**config.mk**
```make
export PLATFORM = sky130hd
export DESIGN_NAME = uart_rx
export DESIGN_NICKNAME = d
export VERILOG_FILES = /design/src/rtl/uart_rx_pkg.sv /design/src/rtl/sync_2ff.sv /design/src/rtl/uart_rx.sv
export SDC_FILE = /design/constraint.sdc
export NUM_CORES = 1
export LEC_CHECK = 0
export ABC_AREA = 1
export BUFFER_PORTS_ARGS = -buffer_cell sky130_fd_sc_hd__buf_2
export CORE_MARGIN = 2
export CORE_UTILIZATION = 60
export CTS_CLUSTER_SIZE = 25
export DETAILED_ROUTE_END_ITERATION = 7
export PLACE_DENSITY = 0.93
export SLEW_MARGIN = 20
export SYNTH_ARGS = -nofsm -noshare
export SYNTH_HDL_FRONTEND = slang
export SYNTH_SLANG_ARGS = --single-unit
```
**constraint.sdc**
```tcl
create_clock -name clock -period 2.93 [get_ports clock]
set_clock_uncertainty 0.2 [all_clocks]
set_input_delay 0.1465 -clock clock [delete_from_list [all_inputs] [get_ports clock]]
set_output_delay 0.1465 -clock clock [all_outputs]
set_load 0.02 [all_outputs]
```
**src/rtl/uart_rx_pkg.sv**
```systemverilog
// uart_rx_pkg: UART state encodings and oversampling constants shared by TX, RX and the baud generator
package uart_rx_pkg;
  typedef enum logic [1:0] {IDLE = 2'd0, START = 2'd1, DATA = 2'd2, STOP = 2'd3} state_e;
  localparam int OVERSAMPLE = 16;
  localparam int MID_TICK = 7;
  // 50 MHz / (16 * 115200) - 1
  localparam int BAUD_COUNT = 26;
endpackage

```
**src/rtl/sync_2ff.sv**
```systemverilog
// sync_2ff: two-flop synchronizer for an asynchronous input, reset to a chosen idle level
module sync_2ff #(
  parameter logic RST_VAL = 1'b1
) (
  input  logic clk,
  input  logic rst,
  input  logic d_i,
  output logic q_o
);
  logic meta_q;
  always_ff @(posedge clk or posedge rst) begin
    if (rst) begin
      meta_q <= RST_VAL;
      q_o    <= RST_VAL;
    end else begin
      meta_q <= d_i;
      q_o    <= meta_q;
    end
  end
endmodule

```
**src/rtl/uart_rx.sv**
```systemverilog
// uart_rx: 16x-oversampling UART receiver, mid-bit sampling, LSB-first words with framing-error flag
module uart_rx
  import uart_rx_pkg::*;
#(
  parameter int DBIT    = 8,
  parameter int SB_TICK = 16
) (
  input  logic            clock,
  input  logic            reset,
  input  logic            rx,
  input  logic            s_tick,
  output logic [DBIT-1:0] dout,
  output logic            rx_done_tick,
  output logic            frame_err,
  output logic            busy
);
  localparam int SW = (SB_TICK > OVERSAMPLE) ? 5 : 4;
  localparam logic [SW-1:0] S_MID  = SW'(MID_TICK);
  localparam logic [SW-1:0] S_BIT  = SW'(OVERSAMPLE - 1);
  localparam logic [SW-1:0] S_STOP = SW'(SB_TICK - 1);
  state_e          state_q, state_d;
  logic [SW-1:0]   s_q, s_d;
  logic [2:0]      n_q, n_d;
  logic [DBIT-1:0] b_q, b_d, dout_q, dout_d;
  logic            done_q, done_d, ferr_q, ferr_d;
  logic            rx_s, mid_start, bit_end, stop_end, last_bit;
  sync_2ff #(.RST_VAL(1'b1)) u_sync (.clk(clock), .rst(reset), .d_i(rx), .q_o(rx_s));
  assign mid_start = s_tick && s_q == S_MID;
  assign bit_end   = s_tick && s_q == S_BIT;
  assign stop_end  = s_tick && s_q == S_STOP;
  assign last_bit  = n_q == 3'(DBIT - 1);
  always_ff @(posedge clock or posedge reset) begin
    if (reset) begin
      state_q <= IDLE;
      s_q     <= '0;
      n_q     <= '0;
      b_q     <= '0;
      dout_q  <= '0;
      done_q  <= 1'b0;
      ferr_q  <= 1'b0;
    end else begin
      state_q <= state_d;
      s_q     <= s_d;
      n_q     <= n_d;
      b_q     <= b_d;
      dout_q  <= dout_d;
      done_q  <= done_d;
      ferr_q  <= ferr_d;
    end
  end
  always_comb begin
    case (state_q)
      IDLE:    state_d = rx_s ? IDLE : START;
      START:   state_d = mid_start ? (rx_s ? IDLE : DATA) : START;
      DATA:    state_d = (bit_end && last_bit) ? STOP : DATA;
      default: state_d = stop_end ? IDLE : STOP;
    endcase
  end
  // A high mid-start sample is a glitch: leave every output untouched
  always_comb begin
    s_d    = s_tick ? s_q + 1'b1 : s_q;
    n_d    = n_q;
    b_d    = b_q;
    dout_d = dout_q;
    done_d = 1'b0;
    ferr_d = ferr_q;
    case (state_q)
      IDLE: s_d = '0;
      START: if (mid_start) begin
        s_d = '0;
        n_d = '0;
      end
      DATA: if (bit_end) begin
        s_d = '0;
        b_d = {rx_s, b_q[DBIT-1:1]};
        n_d = last_bit ? n_q : n_q + 3'd1;
      end
      default: if (stop_end) begin
        s_d    = '0;
        done_d = 1'b1;
        dout_d = b_q;
        ferr_d = ~rx_s;
      end
    endcase
  end
  always_comb begin
    busy         = state_q != IDLE;
    dout         = dout_q;
    rx_done_tick = done_q;
    frame_err    = ferr_q;
  end
endmodule

```
After elaboration in Yosys (flattened, before gate mapping)
Index checks and enable logic that the tools add are counted.

word-level totals
  register bits after elaboration = 29
  output and inout bits = 11

cells by class
  add/subtract/negate cells = 2
  eq/ne operators = 8
  muxes and demuxes = 16
  bitwise gates (word level) = 2
  reductions and logical operators = 10

operators with widths
  kind                   number
  $mux W4                3
  $mux W3                3
  $pmux W4 S2            1
  $mux W2                3
  $ne A2 B2 Y1 const B   3
  $pmux W2 S3            1
  $pmux W3 S2            1
  $add A4 B1 Y4 const B  1
  $eq A4 B3 Y1 const B   1
  $eq A4 B4 Y1 const B   1
  $mux W1                4
  $reduce_and A2 Y1      2
  $reduce_and A4 Y1      1
  $reduce_bool A2 Y1     2
  $add A3 B1 Y3 const B  1
  $eq A3 B3 Y1 const B   1
  $logic_and A1 B1 Y1    3
  $reduce_or A3 Y1       1
  $eq A2 B1 Y1 const B   1
  $eq A2 B2 Y1 const B   1
  $logic_not A2 Y1       1
  $not A1 Y1             2

Logic depth before layout (Yosys ltp)
Gate-level depths: netlist (run 1).

  word-level depth = 5
  gate-level depth with buffers = 8
  gate-level depth less buffers = 8

By module
From an unflattened synthesis (run 1), not the netlist that was laid out.

second synthesis, totals
  cell total of the unflattened synthesis = 136
  area, all modules = 1350.0 µm²

modules (own cells, without submodules)
  module    instances  cells an instance  area each (µm²)  seq. area each (µm²)
  uart_rx   1          133                1293.7           675.6
  sync_2ff  1          3                  56.3             52.6

Worst setup path after synthesis (run 1)
Ideal clock, no wire load.

  kind = register -> register
  start = reg n_q[0]
  end = reg n_q[0]
  setup time = 117 ps
  arrival = 1179 ps
  slack = 1434 ps
  stages on the path, launching flop included = 8
  buffers on the path = 0
  cells stage by stage = dfrtp_1 -> ha_1 -> ha_1 -> nand3b_1 -> nand2_1 -> nand3_1 -> nand2_1 -> nand2_1

on the way
  longest elaborated chain between the ends = 4

RTL lines
  what                    line           RTL
  from (decl)             uart_rx.sv:23  logic [2:0] n_q, n_d;
  from (signal assigned)  uart_rx.sv:44  n_q <= n_d;
  $add A3 B1 Y3           uart_rx.sv:76  n_d = last_bit ? n_q : n_q + 3'd1;
  $mux W3                 uart_rx.sv:76
  $mux W3                 uart_rx.sv:73  DATA: if (bit_end) begin
  $pmux W3 S2             uart_rx.sv:67  case (state_q)

Parallel ways exist; a longest one is shown, timed or not. The select of a mux whose other input is x is not followed.
A chain may end at the register's enable or synchronous reset.

Final worst setup path (run 1)
  start = reg s_q[0]
  end = reg s_q[1]

on the way
  longest elaborated chain between the ends = 4

RTL lines
  what                                   line                                         RTL
  from (decl)                            uart_rx.sv:22                                logic [SW-1:0] s_q, s_d;
  from (signal assigned)                 uart_rx.sv:35                                s_q <= '0;
  from (signal assigned)                 uart_rx.sv:43                                s_q <= s_d;
  $add A4 B1 Y4 (tied with other cells)  uart_rx.sv:61                                s_d = s_tick ? s_q + 1'b1 : s_q;
  $mux W4 (tied with other cells)        uart_rx.sv:61
  $mux W4 (on tied branches)             uart_rx.sv:73, uart_rx.sv:78, uart_rx.sv:69
  $pmux W4 S2 *                          uart_rx.sv:67
  named net s_d[1]                       uart_rx.sv:22

Mark *: on every way through the listed nets, which the timed path passes. The rest lies on a longest branch.

==> summary.txt, run 1 <==
STA
  – Post-route setup slack: 1.25 ns
  – F_max: 594 MHz
  – Fin. Hold Viols: 0
  – Max Slew Vio Count: 0
  – Relative slew slack: 61.6%
  – Setup TNS Final: 0 ns
  – Final Cycle Share: 57.5%
  – Final setup violation count: 0
  – RSZ-0062 raised after global routing: false
  – Slew of the pin with the lowest slew margin: 0.575 ns
  – Fin crit period: 1.68 ns

Route
  – Vias: 963
  – ANT nets after route: 0
  – WL final: 2400 µm
  – Vias per cell: 5.18
  – Initial DRC count: 35
  – Per-cell routed wire length: 12.9 µm
  – DR pass1 iterations: 4
  – # DRC: 0

Finish
  – Final instance area: 1500 µm²
  – Layout Nets: 164
  – Layout area overhead: 11.3%
  – Footprint of the multi-input gates: 499 µm²
  – Post-route insts no fill: 186
  – Sequential Area: 728 µm²
  – Antenna cells: 0
  – Fillers: 165
  – Share of layout cells above drive strength 1: 29.7%

GRT
  – Gr usage total: 22.2%
  – Vias in the first global route: 940
  – First-pass GRT wire length: 4110 µm
  – Largest net degree at the start of global routing: 30
  – Total grt overflow: 0
  – Initial antenna violation count: 0

Flow run
  – Maxcap violations: 0

Synthesis
  – Distinct cells, synth: 25
  – Top-area cell type share of the netlist area: 50.2%
  – EDFF count, synth: 0
  – Synthesized area: 1350 µm²
  – Syn Nets: 142
  – Mean Syn Cell Area: 9.97 µm²
  – Top post-synthesis cells by area: dfrtp_1 50%, nand2_1 8.9%, o21ai_2 6.5%
  – Post-synth top area cell: dfrtp_1
  – FFs w/ async S/R, synth: 100%
  – Seq/Total Area, Yosys: 54.1%
  – Seq cells post-synth: 29
  – Most instantiated library cell after synthesis: nand2_1
  – Primary FF master, synth: dfrtp_1
  – Syn Inst Count: 135
  – Number of synthesis warnings: 0
  – Synth top cells by count: 32 x nand2_1, 27 x dfrtp_1, 18 x inv_1, 10 x o21ai_2

Power
  – Worst vdd ir: 0.000496 V
  – Internal power: 677 µW
  – Sw frac: 36.2%
  – Clock share of power: 20.5%
  – Power density over cell area: 709 nW/µm²
  – Sw Pwr: 385 µW
  – Sequential group share of total power: 48.7%
  – Leak Pwr: 0.000864 µW
  – Combinational power share: 30.8%

Worst setup path
  – Setup CP Type: register to register
  – CP cell instances: ha_1 > nand2_4 > clkinv_4 > nand2_1 > nand2_1 > o21ai_0 > inv_1 > nor2_1
  – Worst setup SP type: register
  – Worst Path Buf+Inv: 2
  – Crit path from: s_q[0]$_DFF_PP0_
  – Crit path depth: 8
  – Cell mode on critical path: nand2_1
  – Worst EP required: 2.98 ns
  – Cell family with most CP delay: flip-flops
  – R2r setup slk: 1.25 ns
  – Max stage delay on crit path: 0.42 ns
  – RR Startpoint: s_q[0]$_DFF_PP0_
  – R2r endpoint: s_q[1]$_DFF_PP0_
  – CP max FO: 4
  – Crit end category: register
  – Crit path DAT: 1.74 ns
  – Reg2reg path depth: 8
  – CP max stage cell: dfrtp_1
  – Critical path endpoint: s_q[1]$_DFF_PP0_

Die
  – Chip Width: 51.4 µm
  – Initial core utilization: 62.1%
  – Core area: 2170 µm²
  – DIE AREA: 2640 µm²
  – Die Ht: 51.4 µm
  – I/O pin cnt: 15
  – FP Rows: 17

Placed design
  – Port bufs: 14
  – Dpl cell area: 1420 µm²
  – Placed cells: 175
  – DP HPWL: 1810 µm
  – Pre-CTS WS: 1.27 ns
  – Gpl congestion: 0.903

Clock tree
  – CTS root buf: clkbuf_4
  – H-tree Lvls: 2
  – Clock Tree Buf Depth: 2
  – Reg clk slew, reported paths: 0.09 ns
  – Num CTS Buffers: 5
  – Clk_lat worst skew: 0.31 ns
  – Clock Sinks: 29
  – TritonCTS clock tree: yes

Outcome
  – Status: finished clean

Worst hold path
  – Worst Hold Class: register to register
## cell type report
cell class	count	share of cell area, %
repair buffers	17	6.68
clock buffers	8	3.26
well taps	28	2.34
multi-input cells	82	33.3
flip-flops and latches	29	48.6
inverters	22	5.84
## how the worst min path moves through the flow
stage                     depth (start not counted)                 endpoint  slack, ns               startpoint
after floorplan                                   0  u_sync.meta_q$_DFF_PP1_      -0.05                       rx
after global placement                            1  u_sync.meta_q$_DFF_PP1_       0.05                       rx
after detailed placement                          1  u_sync.meta_q$_DFF_PP1_       0.05                       rx
after CTS                                         0     u_sync.q_o$_DFF_PP1_       0.17  u_sync.meta_q$_DFF_PP1_
after global routing                              0     u_sync.q_o$_DFF_PP1_       0.17  u_sync.meta_q$_DFF_PP1_
final                                             0     u_sync.q_o$_DFF_PP1_       0.16  u_sync.meta_q$_DFF_PP1_
## power groups by stage
stage / logic, µW / clock network (µW) / registers (µW)
final: 327 / 218 / 517
after global routing: 365 / 236 / 526
after CTS: 330 / 224 / 517
after detailed placement: 326 / 0 / 525
after global placement: 303 / 0 / 519
after floorplan: 201 / 0 / 555
## kinds of logic (layout without fill, tap and decap cells)
kind of cell,Yosys count,in the layout,share of synthesized area [%]
XOR/XNOR,3,3,1.95
multiplexers,1,1,0.744
buffers and inverters,24,47,8.83
flip-flops,29,29,54.1
AND/OR/NAND/NOR,57,57,21.9
adder cells (fa/ha/maj),3,3,2.79
AO/OA/AOI/OAI,18,18,9.67
## through the flow
step / hold slack, ns / utilization, % / power [µW]
2_1_floorplan: -0.0490 / - / 756
3_3_place_gp: 0.0526 / 65.5 / 822
3_5_place_dp: 0.0528 / 65.5 / 850
4_1_cts: 0.166 / 69.1 / 1070
5_1_grt: 0.168 / 69.1 / 1130
6_report: 0.162 / 69.1 / 1060
## layout by cell type, fill, tap and decap left out
cell | synthesis | routed
inv_2 | 3 | 4
o21ai_2 | 10 | 10
o211ai_1 | 1 | 1
o21ai_0 | 5 | 5
nand2_4 | 3 | 3
mux2i_1 | 1 | 1
nand4_1 | 1 | 1
nor2_1 | 6 | 6
nor2_4 | 1 | 1
inv_1 | 18 | 17
nand3_1 | 6 | 6
dfstp_2 | 2 | 2
xnor2_1 | 1 | 1
nand2_2 | 5 | 5
o21ai_1 | 2 | 2
clkbuf_4 | 0 | 5
nor2_8 | 1 | 1
clkbuf_1 | 0 | 3
nand4_2 | 1 | 1
clkinv_4 | 1 | 1
nand2_1 | 32 | 32
nand3b_1 | 1 | 1
buf_2 | 0 | 14
dlygate4sd3_1 | 0 | 3
xor2_1 | 2 | 2
dfrtp_1 | 27 | 27
ha_1 | 3 | 3
## state kept, by name (all words and copies together), names as in the netlist
register / count
u_sync.meta_q: 1
frame_err: 1
s_q: 4
u_sync.q_o: 1
rx_done_tick: 1
n_q: 3
state_q: 2
dout: 8
b_q: 8
## per-layer routing
metal,GRT usage (%),share of wire [%]
met3,5.26,3.1
met1,26.6,41
met2,36.8,54
met4,11.8,2.1
met5,0,0
## timing repair
item	in CTS	in global routing
gates resized for setup	0	0
hold buffers	3	0
hold endpoints to repair	29	0
setup buffers	0	0
(Power assumes the default switching activity.)
==> run 2: changes to the inputs <==
- ABC_AREA: 1 -> 0
- CORE_UTILIZATION: 60 -> 56
- PLACE_DENSITY: 0.93 -> 0.89
- clock period: 2.93 -> 1.7 ns (I/O delays scaled with it)
==> summary.txt, run 2 <==
Synthesis
  – Primary FF master, synth: dfrtp_1
  – Syn Nets: 97
  – Top-area cell type share of the netlist area: 50.8%
  – Syn Inst Count: 90
  – Synthesized area: 1330 µm²
  – Post-synth top area cell: dfrtp_1
  – FFs w/ async S/R, synth: 100%
  – EDFF count, synth: 0
  – Top post-synthesis cells by area: dfrtp_1 51%, mux2_4 19%, dfstp_2 4.0%
  – Seq cells post-synth: 29
  – Number of synthesis warnings: 0
  – Synth top cells by count: 27 x dfrtp_1, 17 x mux2_4, 5 x nor2_1, 3 x ha_1, 3 x inv_1
  – Most instantiated library cell after synthesis: dfrtp_1
  – Mean Syn Cell Area: 14.8 µm²
  – Distinct cells, synth: 33
  – Seq/Total Area, Yosys: 54.8%

Route
  – DR pass1 iterations: 4
  – # DRC: 0
  – WL final: 2340 µm
  – Vias: 853
  – Per-cell routed wire length: 15.2 µm
  – Vias per cell: 5.54
  – ANT nets after route: 0
  – Initial DRC count: 12

Finish
  – Layout area overhead: 24.3%
  – Fillers: 158
  – Commonest non-fill, non-tap cells in the layout: 27 x dfrtp_1, 18 x mux2_4, 14 x buf_2, 14 x buf_4
  – Layout Nets: 132
  – Antenna cells: 0
  – Core Util, Final: 74.0%
  – Share of layout cells above drive strength 1: 54.8%
  – Commonest non-fill, non-tap cell in the layout: dfrtp_1
  – Final instance area: 1650 µm²

Power
  – Power density over cell area: 994 nW/µm²
  – Worst vdd ir: 0.000921 V
  – Leak Pwr: 0.000824 µW

STA
  – Setup TNS Final: -0.207 ns
  – Hold WS: 0.147 ns
  – Post-route setup slack: -0.0245 ns
  – Slew of the pin with the lowest slew margin: 0.418 ns
  – Relative slew slack: 72.2%
  – Max Slew Vio Count: 0
  – Fin crit period: 1.72 ns
  – Final setup violation count: 14
  – Fin. Hold Viols: 0
  – Final Cycle Share: 101%
  – F_max: 580 MHz
  – RSZ-0062 raised after global routing: true

Placed design
  – Dpl cell area: 1450 µm²
  – Port bufs: 14
  – DP HPWL: 1420 µm
  – Gpl congestion: 0.742
  – Pre-CTS WS: -0.159 ns

GRT
  – Largest net degree at the start of global routing: 30
  – Total grt overflow: 0
  – Gr usage total: 20.8%
  – Vias in the first global route: 862
  – Initial antenna violation count: 0
  – First-pass GRT wire length: 3850 µm

Clock tree
  – Clk_lat worst skew: 0.34 ns
  – CTS root buf: clkbuf_4
  – Num CTS Buffers: 5
  – TritonCTS clock tree: yes
  – Reg clk slew, reported paths: 0.09 ns
  – H-tree Lvls: 2
  – Clock Sinks: 29
  – Clock Tree Buf Depth: 2

Die
  – Core area: 2230 µm²
  – Chip Width: 52.7 µm
  – FP Rows: 17
  – Die Ht: 52.7 µm
  – I/O pin cnt: 15
  – Initial core utilization: 59.6%
  – DIE AREA: 2780 µm²

Outcome
  – Failing checks: negative setup slack
  – Status: finished, violations left

Worst setup path
  – Worst setup SP type: register
  – Setup CP Type: register to register
  – R2r setup slk: -0.02 ns
  – Crit end category: register
  – Worst EP required: 1.73 ns
  – CP max FO: 5
  – Crit path DAT: 1.75 ns

Flow run
  – Maxcap violations: 0

Worst hold path
  – Worst Hold Class: primary input to async pin
[run 2: changes by cell type in the layout (fill, tap and decap cells not counted), sizes merged, moves of 4 or more]
cell   change
inv       -18
nand2     -39
o21ai     -16
mux2      +18
nand3      -6
buf       +15
and3       +4
[run 2: timing repair]
action / in CTS / in global routing
setup buffers: 3 / 3
hold buffers: 3 / 0
pin swaps: 5 / 5
endpoints found under the hold margin: 34 / 0
setup endpoints to repair: 19 / 23
resized for setup: 6 / 6
cloned: 0 / 1
[run 2: worst max-delay path, cell delays in order, from the launching register on]
cell,delay (ns)
dfrtp_1,0.41
ha_4,0.16
and4_4,0.24
and3_2,0.31
mux2_4,0.32
[run 2: area by class of cell]
cell class | instances | area [µm²] | share of cell area, %
multi-input combinational | 54 | 611 | 36.9
timing repair buffer | 32 | 216 | 13.1
tap | 28 | 35.0 | 2.12
clock inverter | 2 | 10.0 | 0.606
inverter | 3 | 11.3 | 0.681
sequential | 29 | 728 | 44.1
clock buffer | 6 | 41.3 | 2.50
[run 2: kinds of logic (layout without fill, tap and decap cells)]
logic type,after synthesis,in the layout,share of synthesized area (%)
flops,29,29,54.8
fa+ha+maj,3,3,2.82
xor+xnor,3,3,1.98
mux,19,19,20.8
simple gates,19,20,9.88
buf+inv,8,43,4.80
compound gates,9,9,4.99
[run 2: where the power goes]
group,switching [µW],total (µW),internal [µW],leakage (µW)
logic,184,418,234,0.000404
clock network,232,389,157,0.0000320
registers,87.6,836,749,0.000388
[run 2: worst paths after layout]
| check | from | endpoint | cells after the start |
|---|---|---|---|
| worst max-delay path | s_q[1]$_DFF_PP0_ | dout[5]$_DFFE_PP0P_ | 4 |
| worst min-delay path | reset | b_q[5]$_DFFE_PP0P_ | 4 |
| worst max register to register | s_q[1]$_DFF_PP0_ | dout[5]$_DFFE_PP0P_ | 4 |
| worst min register to register | u_sync.meta_q$_DFF_PP1_ | u_sync.q_o$_DFF_PP1_ | 0 |
| max in group asynchronous | reset | u_sync.meta_q$_DFF_PP1_ | 4 |
| min in group clock | u_sync.meta_q$_DFF_PP1_ | u_sync.q_o$_DFF_PP1_ | 0 |
[run 2: metrics by stage]
| stage | power, µW | std cells |
|---|---|---|
| floorplan | 1050 | 90 |
| global placement | 1140 | 136 |
| detailed placement | 1170 | 136 |
| CTS | 1600 | 150 |
| global route | 1770 | 154 |
| finish | 1640 | 154 |
[run 2: routing by layer]
layer	vias to the layer above	global-route usage, %	wire, µm
li1	396	-	-
met1	422	22.9	1010
met2	29	32.3	1180
met3	6	9.71	110
met4	0	12.4	44
met5	-	0	0
==> run 3: changes to the inputs <==
- PLACE_DENSITY: 0.89 -> 0.77
==> summary.txt, run 3 (same netlist as run 2, synthesis figures left out) <==
Clock tree
  – Clk_lat worst skew: 0.32 ns
  – Reg clk slew, reported paths: 0.09 ns
  – Clock Tree Buf Depth: 2
  – H-tree Lvls: 2
  – CTS root buf: clkbuf_4
  – Clock Sinks: 29
  – TritonCTS clock tree: yes
  – Num CTS Buffers: 5

Die
  – Initial core utilization: 59.6%
  – FP Rows: 17
  – I/O pin cnt: 15
  – DIE AREA: 2780 µm²
  – Core area: 2230 µm²
  – Chip Width: 52.7 µm
  – Die Ht: 52.7 µm

Worst setup path
  – Setup CP Type: register to register
  – Reg2reg path depth: 4
  – CP max stage cell: dfrtp_1
  – Worst Path Buf+Inv: 0
  – CP max FO: 8
  – Worst EP required: 1.71 ns
  – Crit path DAT: 1.72 ns
  – Cell family with most CP delay: simple AND/OR/NAND/NOR gates
  – Crit path depth: 4
  – Crit end category: register
  – CP cell instances: ha_2 > and4_4 > and3_4 > mux2_4
  – Worst setup SP type: register
  – Max stage delay on crit path: 0.37 ns

STA
  – Slew of the pin with the lowest slew margin: 0.401 ns
  – F_max: 587 MHz
  – Final setup violation count: 4
  – Max Slew Vio Count: 0
  – Fin. Hold Viols: 0
  – Relative slew slack: 73.2%
  – RSZ-0062 raised after global routing: true
  – Final Cycle Share: 100%
  – Fin crit period: 1.70 ns
  – Setup TNS Final: -0.00840 ns
  – Post-route setup slack: -0.00379 ns
  – Hold WS: 0.0684 ns

GRT
  – Vias in the first global route: 822
  – Largest net degree at the start of global routing: 30
  – Total grt overflow: 0
  – Gr usage total: 18.7%
  – Initial antenna violation count: 0
  – First-pass GRT wire length: 3550 µm

Finish
  – Share of layout cells above drive strength 1: 54.0%
  – Fillers: 133
  – Commonest non-fill, non-tap cell in the layout: dfrtp_1
  – Footprint of the multi-input gates: 592 µm²
  – Layout area overhead: 23.0%
  – Commonest non-fill, non-tap cells in the layout: 27 x dfrtp_1, 18 x mux2_4, 14 x buf_2, 12 x buf_4
  – Final instance area: 1640 µm²
  – Layout Nets: 130
  – Antenna cells: 0
  – Sequential Area: 728 µm²

Route
  – # DRC: 0
  – DR pass1 iterations: 4
  – Initial DRC count: 14
  – Per-cell routed wire length: 14.6 µm
  – WL final: 2220 µm
  – Vias per cell: 5.39
  – ANT nets after route: 0
  – Vias: 820

Outcome
  – Status: finished, violations left
  – Failing checks: negative setup slack

Placed design
  – Port bufs: 14
  – Gpl congestion: 0.786
  – DP HPWL: 1470 µm
  – Pre-CTS WS: -0.150 ns
  – Dpl cell area: 1450 µm²

Flow run
  – Maxcap violations: 0

Power
  – Leak Pwr: 0.000817 µW
  – Worst vdd ir: 0.00108 V
  – Power density over cell area: 1030 nW/µm²

Worst hold path
  – Worst Hold Depth: 3
  – Worst Hold Class: primary input to register
[run 3: final cells by class]
type / instances / area share (%)
clock buffer: 7 / 3.98
clock inverter: 1 / 0.306
inverter: 3 / 0.688
multi-input combinational: 54 / 36.2
sequential: 29 / 44.5
tap: 28 / 2.14
timing repair buffer: 30 / 12.2
[run 3: what timing repair did]
item	4_1_cts	5_1_grt
resized for setup	6	3
pin swaps	6	5
endpoints found under the hold margin	33	0
hold buffers	4	0
endpoints found under the setup margin	18	21
gates cloned	0	1
setup buffers	3	0
[run 3: final timing paths]
check / start / endpoint / slack [ns]
max: s_q[1]$_DFF_PP0_ / b_q[0]$_DFFE_PP0P_ / -0.004
min: s_tick / state_q[1]$_DFF_PP0_ / 0.07
max reg2reg: s_q[1]$_DFF_PP0_ / b_q[0]$_DFFE_PP0P_ / -0.004
min reg2reg: u_sync.meta_q$_DFF_PP1_ / u_sync.q_o$_DFF_PP1_ / 0.16
max in group asynchronous: reset / u_sync.meta_q$_DFF_PP1_ / 0.83
min in group asynchronous: reset / dout[7]$_DFFE_PP0P_ / 0.16
[run 3: routing by layer]
layer	track usage, %	wire, µm	vias up	part of all wire (%)
li1	-	-	393	-
met1	20.0	964	410	43
met3	7.71	81	5	3.6
met5	0	0	-	0
met2	31.0	1130	12	51
met4	10.3	44	0	2.0
[run 3: stage by stage]
stage | cells | total power, µW | util, %
finish | 152 | 1680 | 73.3
global route | 152 | 1790 | 73.3
CTS | 151 | 1670 | 72.1
detailed placement | 136 | 1170 | 65.0
global placement | 136 | 1150 | 65.0
floorplan | 90 | 1050 | -
[run 3: where the power goes]
part           switching, µW  internal [µW]  total [µW]
clock network            231            239         470
logic                    174            213         387
registers               76.6            749         825
[run 3: tightest hold or removal path: cells and delay by family]
kind,cells,cell delay [ns]
AOI/OAI and AO/OA,1,0.07
buffers and inverters,1,0.13
and+or+nand+nor,1,0.27
